File: src/rtl/input_pixel_unpacker_pkg.sv
// Shared pixel constants and FSM state type for the input pixel unpacker.
package input_pixel_unpacker_pkg;

  localparam int              CH_W     = 8;
  localparam int              CH_N     = 3;
  localparam logic [CH_W-1:0] RECENTRE = 8'h80;

  typedef enum logic [1:0] {
    ST_IDLE,
    ST_RUN,
    ST_DRAIN
  } state_t;

  // Flipping the top bit maps uint8 0..255 onto int8 -128..127.
  function automatic logic [CH_W-1:0] recentre(input logic [CH_W-1:0] chByte,
                                               input logic            enable);
    return enable ? (chByte ^ RECENTRE) : chByte;
  endfunction

endpackage

File: src/rtl/input_pixel_unpacker_skid_fifo2.sv
// Two-entry register FIFO. The head entry is always visible on head_o.
// count_o says how many entries hold data.
module pixel_skid_fifo2 #(
  parameter int WIDTH = 8
) (
  input  logic             clk,
  input  logic             rst,
  input  logic             push_i,
  input  logic             pop_i,
  input  logic [WIDTH-1:0] data_i,
  output logic [WIDTH-1:0] head_o,
  output logic [1:0]       count_o
);

  logic [WIDTH-1:0] entry0_q, entry0_d;
  logic [WIDTH-1:0] entry1_q, entry1_d;
  logic [1:0]       count_q, count_d;
  logic             doPush, doPop;

  assign doPush = push_i & (count_q != 2'd2);
  assign doPop  = pop_i & (count_q != 2'd0);

  // Entry 0 is the head; a pop shifts entry 1 forward, a push fills the first free slot.
  always_comb begin
    entry0_d = entry0_q;
    entry1_d = entry1_q;
    count_d  = count_q;
    case ({doPush, doPop})
      2'b10: begin
        if (count_q == 2'd0) begin
          entry0_d = data_i;
        end else begin
          entry1_d = data_i;
        end
        count_d = count_q + 2'd1;
      end
      2'b01: begin
        entry0_d = entry1_q;
        count_d  = count_q - 2'd1;
      end
      2'b11: begin
        entry0_d = data_i;
      end
      default: begin
      end
    endcase
  end

  // Storage registers; reset empties the buffer and zeroes the visible head.
  always_ff @(posedge clk) begin
    if (rst) begin
      entry0_q <= '0;
      entry1_q <= '0;
      count_q  <= 2'd0;
    end else begin
      entry0_q <= entry0_d;
      entry1_q <= entry1_d;
      count_q  <= count_d;
    end
  end

  assign head_o  = entry0_q;
  assign count_o = count_q;

endmodule

File: src/rtl/input_pixel_unpacker.sv
// Pixel unpacker: pops 24-bit pixels from the input adapter, splits them into
// channels with optional int8 recentring, tags them with x/y and frame flags,
// and presents them on a valid/ready stream through a 2-entry buffer.
module input_pixel_unpacker
  import input_pixel_unpacker_pkg::*;
#(
  parameter int IMG_W     = 512,
  parameter int IMG_H     = 256,
  parameter int SIGNED_EN = 1
) (
  input  logic                     clk,
  input  logic                     rst,
  input  logic                     i_start,
  input  logic [CH_N*CH_W-1:0]     i_data,
  input  logic                     i_empty,
  output logic                     o_fifo_rd_en,
  output logic [CH_W-1:0]          o_ch0,
  output logic [CH_W-1:0]          o_ch1,
  output logic [CH_W-1:0]          o_ch2,
  output logic [$clog2(IMG_W)-1:0] o_x,
  output logic [$clog2(IMG_H)-1:0] o_y,
  output logic                     o_sof,
  output logic                     o_eol,
  output logic                     o_eof,
  output logic                     o_valid,
  input  logic                     i_ready,
  output logic                     o_busy,
  output logic                     o_frame_done
);

  localparam int            XW      = $clog2(IMG_W);
  localparam int            YW      = $clog2(IMG_H);
  localparam int            EW      = CH_N*CH_W + XW + YW + 3;
  localparam logic [XW-1:0] X_LAST  = XW'(IMG_W - 1);
  localparam logic [YW-1:0] Y_LAST  = YW'(IMG_H - 1);
  localparam logic          FLIP_EN = (SIGNED_EN != 0);

  state_t        state_q, state_d;
  logic [XW-1:0] x_q, x_d;
  logic [YW-1:0] y_q, y_d;
  logic [1:0]    bufCount;
  logic [EW-1:0] pushEntry, headEntry;
  logic          rdEn, beatTaken, atSof, atEol, atEof, frameDone;

  assign rdEn      = (state_q == ST_RUN) & ~i_empty & (bufCount < 2'd2);
  assign beatTaken = o_valid & i_ready;
  assign atSof     = (x_q == '0) & (y_q == '0);
  assign atEol     = (x_q == X_LAST);
  assign atEof     = atEol & (y_q == Y_LAST);

  assign pushEntry = {recentre(i_data[2*CH_W +: CH_W], FLIP_EN),
                      recentre(i_data[CH_W +: CH_W], FLIP_EN),
                      recentre(i_data[0 +: CH_W], FLIP_EN),
                      x_q, y_q, atSof, atEol, atEof};

  // Frame sequencing: run until the last pixel is popped, then drain until the EOF beat leaves.
  always_comb begin
    state_d   = state_q;
    frameDone = 1'b0;
    case (state_q)
      ST_IDLE: begin
        if (i_start) begin
          state_d = ST_RUN;
        end
      end
      ST_RUN: begin
        if (rdEn && atEof) begin
          state_d = ST_DRAIN;
        end
      end
      ST_DRAIN: begin
        if (beatTaken && o_eof && (bufCount == 2'd1)) begin
          state_d   = ST_IDLE;
          frameDone = 1'b1;
        end
      end
      default: begin
        state_d = ST_IDLE;
      end
    endcase
  end

  // Raster position of the next pixel to pop; cleared when a frame starts.
  always_comb begin
    x_d = x_q;
    y_d = y_q;
    if ((state_q == ST_IDLE) && i_start) begin
      x_d = '0;
      y_d = '0;
    end else if (rdEn) begin
      if (atEof) begin
        x_d = '0;
        y_d = '0;
      end else if (atEol) begin
        x_d = '0;
        y_d = y_q + YW'(1);
      end else begin
        x_d = x_q + XW'(1);
      end
    end
  end

  // State and position registers.
  always_ff @(posedge clk) begin
    if (rst) begin
      state_q <= ST_IDLE;
      x_q     <= '0;
      y_q     <= '0;
    end else begin
      state_q <= state_d;
      x_q     <= x_d;
      y_q     <= y_d;
    end
  end

  pixel_skid_fifo2 #(
    .WIDTH(EW)
  ) u_buffer (
    .clk    (clk),
    .rst    (rst),
    .push_i (rdEn),
    .pop_i  (beatTaken),
    .data_i (pushEntry),
    .head_o (headEntry),
    .count_o(bufCount)
  );

  assign {o_ch0, o_ch1, o_ch2, o_x, o_y, o_sof, o_eol, o_eof} = headEntry;

  assign o_fifo_rd_en = rdEn;
  assign o_valid      = (bufCount != 2'd0);
  assign o_busy       = (state_q != ST_IDLE);
  assign o_frame_done = frameDone;

endmodule

File: config.mk
export PLATFORM = sky130hd
export DESIGN_NAME = input_pixel_unpacker
export DESIGN_NICKNAME = d
export VERILOG_FILES = /design/src/rtl/input_pixel_unpacker_pkg.sv /design/src/rtl/input_pixel_unpacker_skid_fifo2.sv /design/src/rtl/input_pixel_unpacker.sv
export SDC_FILE = /design/constraint.sdc
export NUM_CORES = 1
export LEC_CHECK = 0
export BUFFER_PORTS_ARGS = -buffer_cell sky130_fd_sc_hd__buf_2
export CORE_MARGIN = 1.5
export CORE_UTILIZATION = 50
export CTS_BUF_LIST = sky130_fd_sc_hd__clkbuf_4 sky130_fd_sc_hd__clkbuf_8 sky130_fd_sc_hd__clkbuf_16
export DETAILED_ROUTE_END_ITERATION = 6
export PLACE_DENSITY = 0.84
export RECOVER_POWER = 100
export SLEW_MARGIN = 20
export SYNTH_ARGS = -nofsm -noshare
export SYNTH_HDL_FRONTEND = slang
export SYNTH_SLANG_ARGS = --single-unit
File: constraint.sdc
create_clock -name clk -period 3 [get_ports clk]
set_input_delay 0.75 -clock clk [delete_from_list [all_inputs] [get_ports clk]]
set_output_delay 0.75 -clock clk [all_outputs]
set_load 0.1 [all_outputs]
Yosys cells after proc, flatten, opt, wreduce, memory -nomap -nowiden

Index checks and enable logic that the tools add are counted.

$add $sub $neg: 4
$mul: 0
Divide/modulo/power cells: 0
Magnitude comparators: 1
Equal/unequal tests: 13
Shift-type cells: 0
Mux-type cells: 13
Bitwise operators: 12
Reductions and logical operators: 18

Operators by type and width:

| kind                | number |
|---|---|
| $pmux 44 s3         | 1 |
| $mux 44             | 1 |
| $mux 9              | 2 |
| $mux 8              | 2 |
| $add 9x1->9 const B | 1 |
| $eq 9x9->1 const B  | 1 |
| $logic_not 9->1     | 1 |
| $add 8x1->8 const B | 1 |
| $eq 8x8->1 const B  | 1 |
| $logic_not 8->1     | 1 |
| $reduce_bool 2->1   | 4 |
| $and 1x1->1         | 7 |
| $eq 2x1->1 const B  | 3 |
| $eq 2x2->1 const B  | 3 |
| $mux 2              | 3 |
| $ne 2x2->1 const B  | 3 |
| $pmux 2 s3          | 1 |
| $reduce_and 2->1    | 3 |
| $not 1->1           | 5 |
| $logic_and 1x1->1   | 4 |
| $logic_not 2->1     | 2 |
| $ne 2x1->1 const B  | 2 |
| $pmux 2 s2          | 1 |
| $reduce_and 3->1    | 1 |
| other kinds (6)     | 7 |

Flip-flop bits (word level): 109
Bits in latches: 0
RAM bits: 0
Memory bits (read-only): 0
Output and inout port bits: 48
Logic and storage cells: 67
Memories: 0

Depth between registers and ports, before layout

Gate-level depths: netlist (run 1).

Depth after elaboration: 7
Gate-level depth with buffers: 12

By module

From an unflattened synthesis (run 1), not the netlist that was laid out.

Cell total of the unflattened synthesis: 537
Area, all modules: 4914.7 um^2

By module, submodules not included:

| module               | instances | cells each | area an instance (um^2) | seq. area each (um^2) |
|---|---|---|---|---|
| pixel_skid_fifo2     | 1         | 410        | 3877.5                  | 1801.7 |
| input_pixel_unpacker | 1         | 127        | 1037.2                  | 380.4 |

Worst setup path before layout (run 1)

No wires, ideal clock.

Path type: register -> output
From: reg u_buffer.entry0_q[0] (netlist: u_buffer.head_o[0])
To: out o_frame_done
Data arrival time: 3.392 ns
Slack: -1.142 ns
Stages on the path, launching flop included: 3
Path buffers: 0
Cell sequence: dfxtp_1 > nand3_1 > nor3b_1

Cells in the longest elaborated chain, start to end: 4

Ends and longest elaborated chain:

| element                         | RTL line                              | RTL |
|---|---|---|
| from (decl)                     | input_pixel_unpacker_skid_fifo2.sv:15 | `logic [WIDTH-1:0] entry0_q, entry0_d;` |
| from (signal assigned)          | input_pixel_unpacker_skid_fifo2.sv:56 | `entry0_q <= entry0_d;` |
| $logic_and 1x1->1 (2 in series) | input_pixel_unpacker.sv:72            | `if (beatTaken && o_eof && (bufCount == 2'd1)) begin` |
| $mux 1                          | input_pixel_unpacker.sv:72            |  |
| $mux 1                          | input_pixel_unpacker.sv:60            | `case (state_q)` |
| to (decl)                       | input_pixel_unpacker.sv:28            | `output logic o_frame_done` |

No other way between the ends.

Worst setup path after layout (run 1)

From: in i_empty
To: out o_fifo_rd_en

Cells in the longest elaborated chain, start to end: 3

Ends and longest elaborated chain:

| element                   | RTL line                   | RTL |
|---|---|---|
| from (decl)               | input_pixel_unpacker.sv:15 | `input logic i_empty,` |
| $not 1->1                 | input_pixel_unpacker.sv:45 | `assign rdEn = (state_q == ST_RUN) & ~i_empty & (bufCount < 2'd2);` |
| $and 1x1->1 (2 in series) | input_pixel_unpacker.sv:45 |  |
| to (decl)                 | input_pixel_unpacker.sv:16 | `output logic o_fifo_rd_en,` |

No other way between the ends.

==> results of run 1 <==
[kinds of logic (layout without fill, tap and decap cells)]
group                      Yosys count  count (layout)
AOI/OAI and AO/OA                  100             100
xor gates and xnor gates            14              14
adders and majority gates           10              10
buffers and inverters               55             118
DFF                                109             109
muxes                               43              43
and+or+nand+nor                    200             200
[metal layers]
metal  routed length (microns)  share of wire
met1                      4300           0.45
met5                         0              0
met4                       183          0.019
met2                      4660           0.48
met3                       504          0.052
[layout by cell type, fill, tap and decap left out, types with 7 or more instances in the layout]
cell      Yosys  layout
clkbuf_8      0       9
ha_1         10      10
inv_1        13      13
mux2i_1      43      43
buf_2         5      28
a211oi_1     35      36
nand2_1     100     100
nor2_1       65      65
nand4_1       7       7
a21oi_1      46      46
dfxtp_1     109     109
xor2_1       10      10
clkbuf_1     26      46
a211oi_2      9       8
[cell type report]
class	instances	share of cell area
clock inverters	6	0.0179
well taps	108	0.0257
inverters	14	0.0109
flip-flops and latches	109	0.415
clock buffers	10	0.0250
multi-input cells	367	0.422
repair buffers	88	0.0838
[worst max-delay path by stage]
stage	to	slack, ns	cells after the start
floorplan	u_buffer.head_o[1]	0.06	11
global placement	u_buffer.entry1_q[1]	0.31	10
detailed placement	u_buffer.entry1_q[20]	0.24	10
CTS	o_frame_done	0.13	6
global route	u_buffer.entry1_q[23]	0.11	9
finish	o_fifo_rd_en	0.22	4
[through the flow]
stage          area [sq um]  hold WS [ns]   util  total power [mW]
3_5_place_dp           5120         0.447  0.579              5.04
2_1_floorplan          4650         0.436      -              4.60
4_1_cts                5350         0.461  0.604              6.02
5_1_grt                5260         0.480  0.594              6.17
6_report               5260         0.461  0.594              5.92
3_3_place_gp           5120         0.441  0.579              4.99
[tightest hold or removal path, delay by kind of cell (launching register included)]
kind	cells	cell delay (ns)
compound gates	1	0.05
simple gates	1	0.05
flops	1	0.32
[registers in the layout, summed over array words and instances, names as in the netlist]
register,cells
y_q,8
u_buffer.head_o,44
u_buffer.count_o,2
x_q,9
state_q,2
u_buffer.entry1_q,44
[where the power goes]
group / total, mW / switching [mW] / internal [mW]
logic: 3.03 / 2.57 / 0.462
clock network: 0.989 / 0.501 / 0.487
registers: 1.89 / 0.151 / 1.74
==> out/results.ini, run 1 <==
[sta]
rsz0062_at_grt=false
worstMarginPinSlew_ns=1.23
setup_slack_ns=0.216
finalCritPeriodShare=0.928
slew_violations=0
tns_ns=0
fmax_ghz=0.359
finalClockSkew_ns=0.0110
setup_violations=0
hold_violations=0
slew_headroom=0.186
fin_crit_ns=2.78

[finish]
fin_cells=702
regArea_sq_um=2180
syn2layout_area_growth_pct=13.4
fill_cells=769
final_layout_size_suffix_gt1_frac=0.120
diodes=0
nets=628
multi_input_area_sq_um=2220

[grt]
grt.busiest_layer=met2
use_met2=0.341
grt_pass1_vias=3569
antenna_found_initial=0
grtUsageMet1=0.250
grt_pass1_wl_microns=16100
grtUsageTotal=0.201
grt_overflow=0
gr-usage-met3=0.0358
grt_max_degree=48

[detailed_routing]
drc=0
dr_total_vias=3820
drt-initial-drc-count=216
finalWirelength_microns=9650
wire_per_inst_microns=13.7
final_antenna_net_count=0
via_per_inst=5.44
dr.pass1.iters=5

[clock_network]
cts_root_buf=clkbuf_8
tritoncts=yes
cts_sinks=109
clockBufferDepth=2
cts_resized=0
holdBufCountCts=0
cts.clk_slew.worst_paths_ns=0.10
clock_latency_ns=0.37
htree_levels=3
numCtsBuffers=9
postCtsSetupRepairBufs=0

[min_path]
hp-start=u_buffer.entry1_q[31]
whs_path_depth=2
hold_path_end=u_buffer.entry1_q[31]
hp-class=reg -> reg

[synth]
synth-seq-cells=109
synth-seq-area-share=0.471
yosys.area_share.simple=0.181
synthesis.area_sq_um=4630
synth.distinct_cells=38
synth_most_common_cell=dfxtp_1
netlist_top_cells_area=dfxtp_1 47%, mux2i_1 9.3%, nand2_1 8.1%
yosys_warnings=0
synth-edff-count=0
synth_top_family_by_area=simple AND/OR/NAND/NOR gates
synth_fa_ha_area_frac=0.0270
muxShareOfSynthArea=0.0929
synth_compound_area_frac=0.147
synth_nets=570
synthFlopType=dfxtp_1
synth_top_area_frac=0.471
async_flop_share=0
syn_inst=531
ys_top_cells_by_count=109 x dfxtp_1, 100 x nand2_1, 65 x nor2_1, 46 x a21oi_1, 43 x mux2i_1
avgSynthCellArea_sq_um=8.73
synth_xor_area_frac=0.0265
yosys.area.top_type=dfxtp_1

[setup_path]
max_stage_delay_ns=0.54
reg2reg_depth=7
regToRegStartpoint=state_q[0]
rrSetupSlack_ns=0.39
required_ns=2.25
crit_slowest_cell=or4b_1
critPathKind=in -> out
critPathLaunchType=input pin
critical_path.startpoint=i_empty
critPathTopFamily=buffers and inverters
crit_buf_inv=3
crit_path_end_kind=primary output
critical_path.max_fanout=17
cp_data_arrival_time_ns=2.03
r2r_end=u_buffer.head_o[15]
crit_chain=buf_2 > or4b_1 > clkinv_4 > clkbuf_2

[floorplanning]
rows=34
die_area_sq_um=9850
die_w_microns=99.3
io_pins=77
dieHeight_microns=99.3
core_area_sq_um=8850
initial_core_util=0.524

[placement]
port_buffers=76
dpl.cell_count=686
dpl_worst_slack_ns=0.242
dp_hpwl_microns=6780
gp_congestion=0.855

[pwr]
vdd_drop_max_v=0.000536
p_leak_nw=1.83
power-per-cell-area_nw_per_um2=1130

[outcome]
outcome=complete, no violations

[flow_run]
drv_cap=0

(Power assumes the default switching activity.)
==> run 2, diff against run 1 <==
--- a/config.mk
+++ b/config.mk
@@ -7,10 +7,10 @@
 export LEC_CHECK = 0
 export BUFFER_PORTS_ARGS = -buffer_cell sky130_fd_sc_hd__buf_2
 export CORE_MARGIN = 1.5
-export CORE_UTILIZATION = 50
+export CORE_UTILIZATION = 58
 export CTS_BUF_LIST = sky130_fd_sc_hd__clkbuf_4 sky130_fd_sc_hd__clkbuf_8 sky130_fd_sc_hd__clkbuf_16
 export DETAILED_ROUTE_END_ITERATION = 6
-export PLACE_DENSITY = 0.84
+export PLACE_DENSITY = 0.91
 export RECOVER_POWER = 100
 export SLEW_MARGIN = 20
 export SYNTH_ARGS = -nofsm -noshare
==> constraint.sdc (replaced) <==
create_clock -name clk -period 3.5 [get_ports clk]
set_input_delay 0.875 -clock clk [delete_from_list [all_inputs] [get_ports clk]]
set_output_delay 0.875 -clock clk [all_outputs]
set_load 0.1 [all_outputs]
==> run 2 against run 1 <==
  * Total power fell by 14%
  * Combinational power decreased by 15%
  * Global-route usage rose by 3.7 points
  * Register-to-register slack better by 0.05 ns
  * Sequential cell count stayed put
  * Clock-buffer cell count unchanged
  * Largest cell class unchanged
  * Highest routed layer unchanged
==> out/results.ini, run 2 (same netlist as run 1, synthesis figures left out) <==
[finish]
final_layout_size_suffix_gt1_frac=0.103  ; -0.0161
final_common_cell=dfxtp_1
nets=624  ; -0.64%
layout_common_cells=109 x dfxtp_1, 100 x nand2_1, 65 x nor2_1
diodes=0  ; unchanged
syn2layout_area_growth_pct=12.1

[setup_path]
regToRegStartpoint=u_buffer.count_o[1]
critPathKind=in -> out
critical_path.startpoint=i_empty
required_ns=2.62  ; +0.37 ns
max_stage_delay_ns=0.55  ; about the same
critPathLaunchType=input pin
crit_chain=buf_2 > or4b_1 > clkinvlp_2 > clkbuf_2
crit_slowest_cell=clkbuf_2
crit_path_end_kind=primary output
critical_path.max_fanout=17  ; unchanged
cp_data_arrival_time_ns=2.49  ; +0.46 ns

[grt]
grtUsageTotal=0.239  ; +0.0374
grt_pass1_vias=3539  ; -0.84%
grt_pass1_wl_microns=16300  ; +1.3%
grt_overflow=0  ; unchanged
antenna_found_initial=0  ; unchanged
grt_max_degree=86  ; +79%

[placement]
port_buffers=76  ; unchanged
dp_hpwl_microns=6540  ; -3.4%
gp_congestion=0.839  ; -1.8%

[pwr]
p_leak_nw=1.78  ; -2.4%
power-per-cell-area_nw_per_um2=977  ; -13%
vdd_drop_max_v=0.000577  ; +7.7%

[flow_run]
drv_cap=0  ; unchanged

[sta]
worstMarginPinSlew_ns=1.23  ; +0.00632 ns
fin_crit_ns=3.36
setup_violations=0  ; unchanged
slew_violations=0  ; unchanged
finalClockSkew_ns=0.0135  ; +0.00250 ns
holdWs_ns=0.459  ; -0.00241 ns
hold_violations=0  ; unchanged
finalCritPeriodShare=0.960
tns_ns=0  ; unchanged
fmax_ghz=0.298
rsz0062_at_grt=false
slew_headroom=0.182  ; -0.00419

[clock_network]
cts_sinks=109  ; unchanged
tritoncts=yes
numCtsBuffers=9  ; unchanged
htree_levels=3  ; unchanged
cts_resized=0  ; unchanged
cts_root_buf=clkbuf_8
clock_latency_ns=0.38  ; about the same
holdBufCountCts=0  ; unchanged
clockBufferDepth=2  ; unchanged
postCtsSetupRepairBufs=0  ; unchanged
cts.clk_slew.worst_paths_ns=0.10  ; about the same

[floorplanning]
dieHeight_microns=92.4  ; -6.9%
rows=32  ; -5.9%
io_pins=77  ; unchanged
die_w_microns=92.4  ; -6.9%
core_area_sq_um=7730  ; -13%
die_area_sq_um=8530  ; -13%
initial_core_util=0.600  ; +0.0760

[min_path]
hp-class=reg -> reg
hp-start=u_buffer.entry1_q[38]

[detailed_routing]
dr_total_vias=3853  ; +0.86%
drt-initial-drc-count=147  ; -32%
via_per_inst=5.57  ; +2.3%
finalWirelength_microns=9900  ; +2.6%
drc=0  ; unchanged
dr.pass1.iters=4  ; -1
final_antenna_net_count=0  ; unchanged
wire_per_inst_microns=14.3  ; +4.1%

[outcome]
outcome=complete, no violations

==> run 2: changes by cell type in the layout (fill, tap and decap cells not counted), sizes merged <==
cell      delta
clkbuf       -1
inv          -1
clkinv       -1
clkinvlp     +2
buf          -3
==> run 2: critical path: cells and delay by family <==
| kind | cells | cell delay (ns) |
|---|---|---|
| buffers and inverters | 3 | 1.09 |
| and+or+nand+nor | 1 | 0.51 |
==> run 2: layer usage <==
metal / global-route usage / share of wire
met2: 0.393 / 0.47
met1: 0.305 / 0.44
met5: 0 / 0
met3: 0.0411 / 0.067
met4: 0.109 / 0.014
==> run 2: metrics by stage <==
step           area, sq um  total power [mW]  utilization  instances  setup WS [ns]
3_3_place_gp          5060              4.26        0.655        676          0.517
3_5_place_dp          5060              4.32        0.655        676          0.496
4_1_cts               5290              5.17        0.685        692          0.240
6_report              5190              5.08        0.672        692          0.139
2_1_floorplan         4640              3.94            -        531         0.0206
5_1_grt               5190              5.27        0.672        692         0.0783
==> run 2: worst paths after layout <==
check                               end  depth (start not counted)  slack, ns
setup / recovery           o_fifo_rd_en                          4       0.14
hold / removal    u_buffer.entry1_q[38]                          2       0.46
setup reg to reg  u_buffer.entry1_q[42]                          9       0.44
hold reg to reg   u_buffer.entry1_q[38]                          2       0.46
==> run 2: area by class of cell <==
class	count	area, sq um
Multi-Input combinational cell	367	2190
Timing Repair Buffer	84	410
Sequential cell	109	2180
Clock buffer	10	138
Clock inverter	6	95.1
Tap cell	102	128
Inverter	14	53.8
Fill cell	639	2530
==> run 2: report_power, final <==
group / total, mW / switching [mW] / leakage, nW / internal, mW
Sequential: 1.63 / 0.137 / 0.886 / 1.49
Combinational: 2.58 / 2.20 / 0.786 / 0.379
Clock: 0.867 / 0.438 / 0.111 / 0.429
Total: 5.08 / 2.77 / 1.78 / 2.30
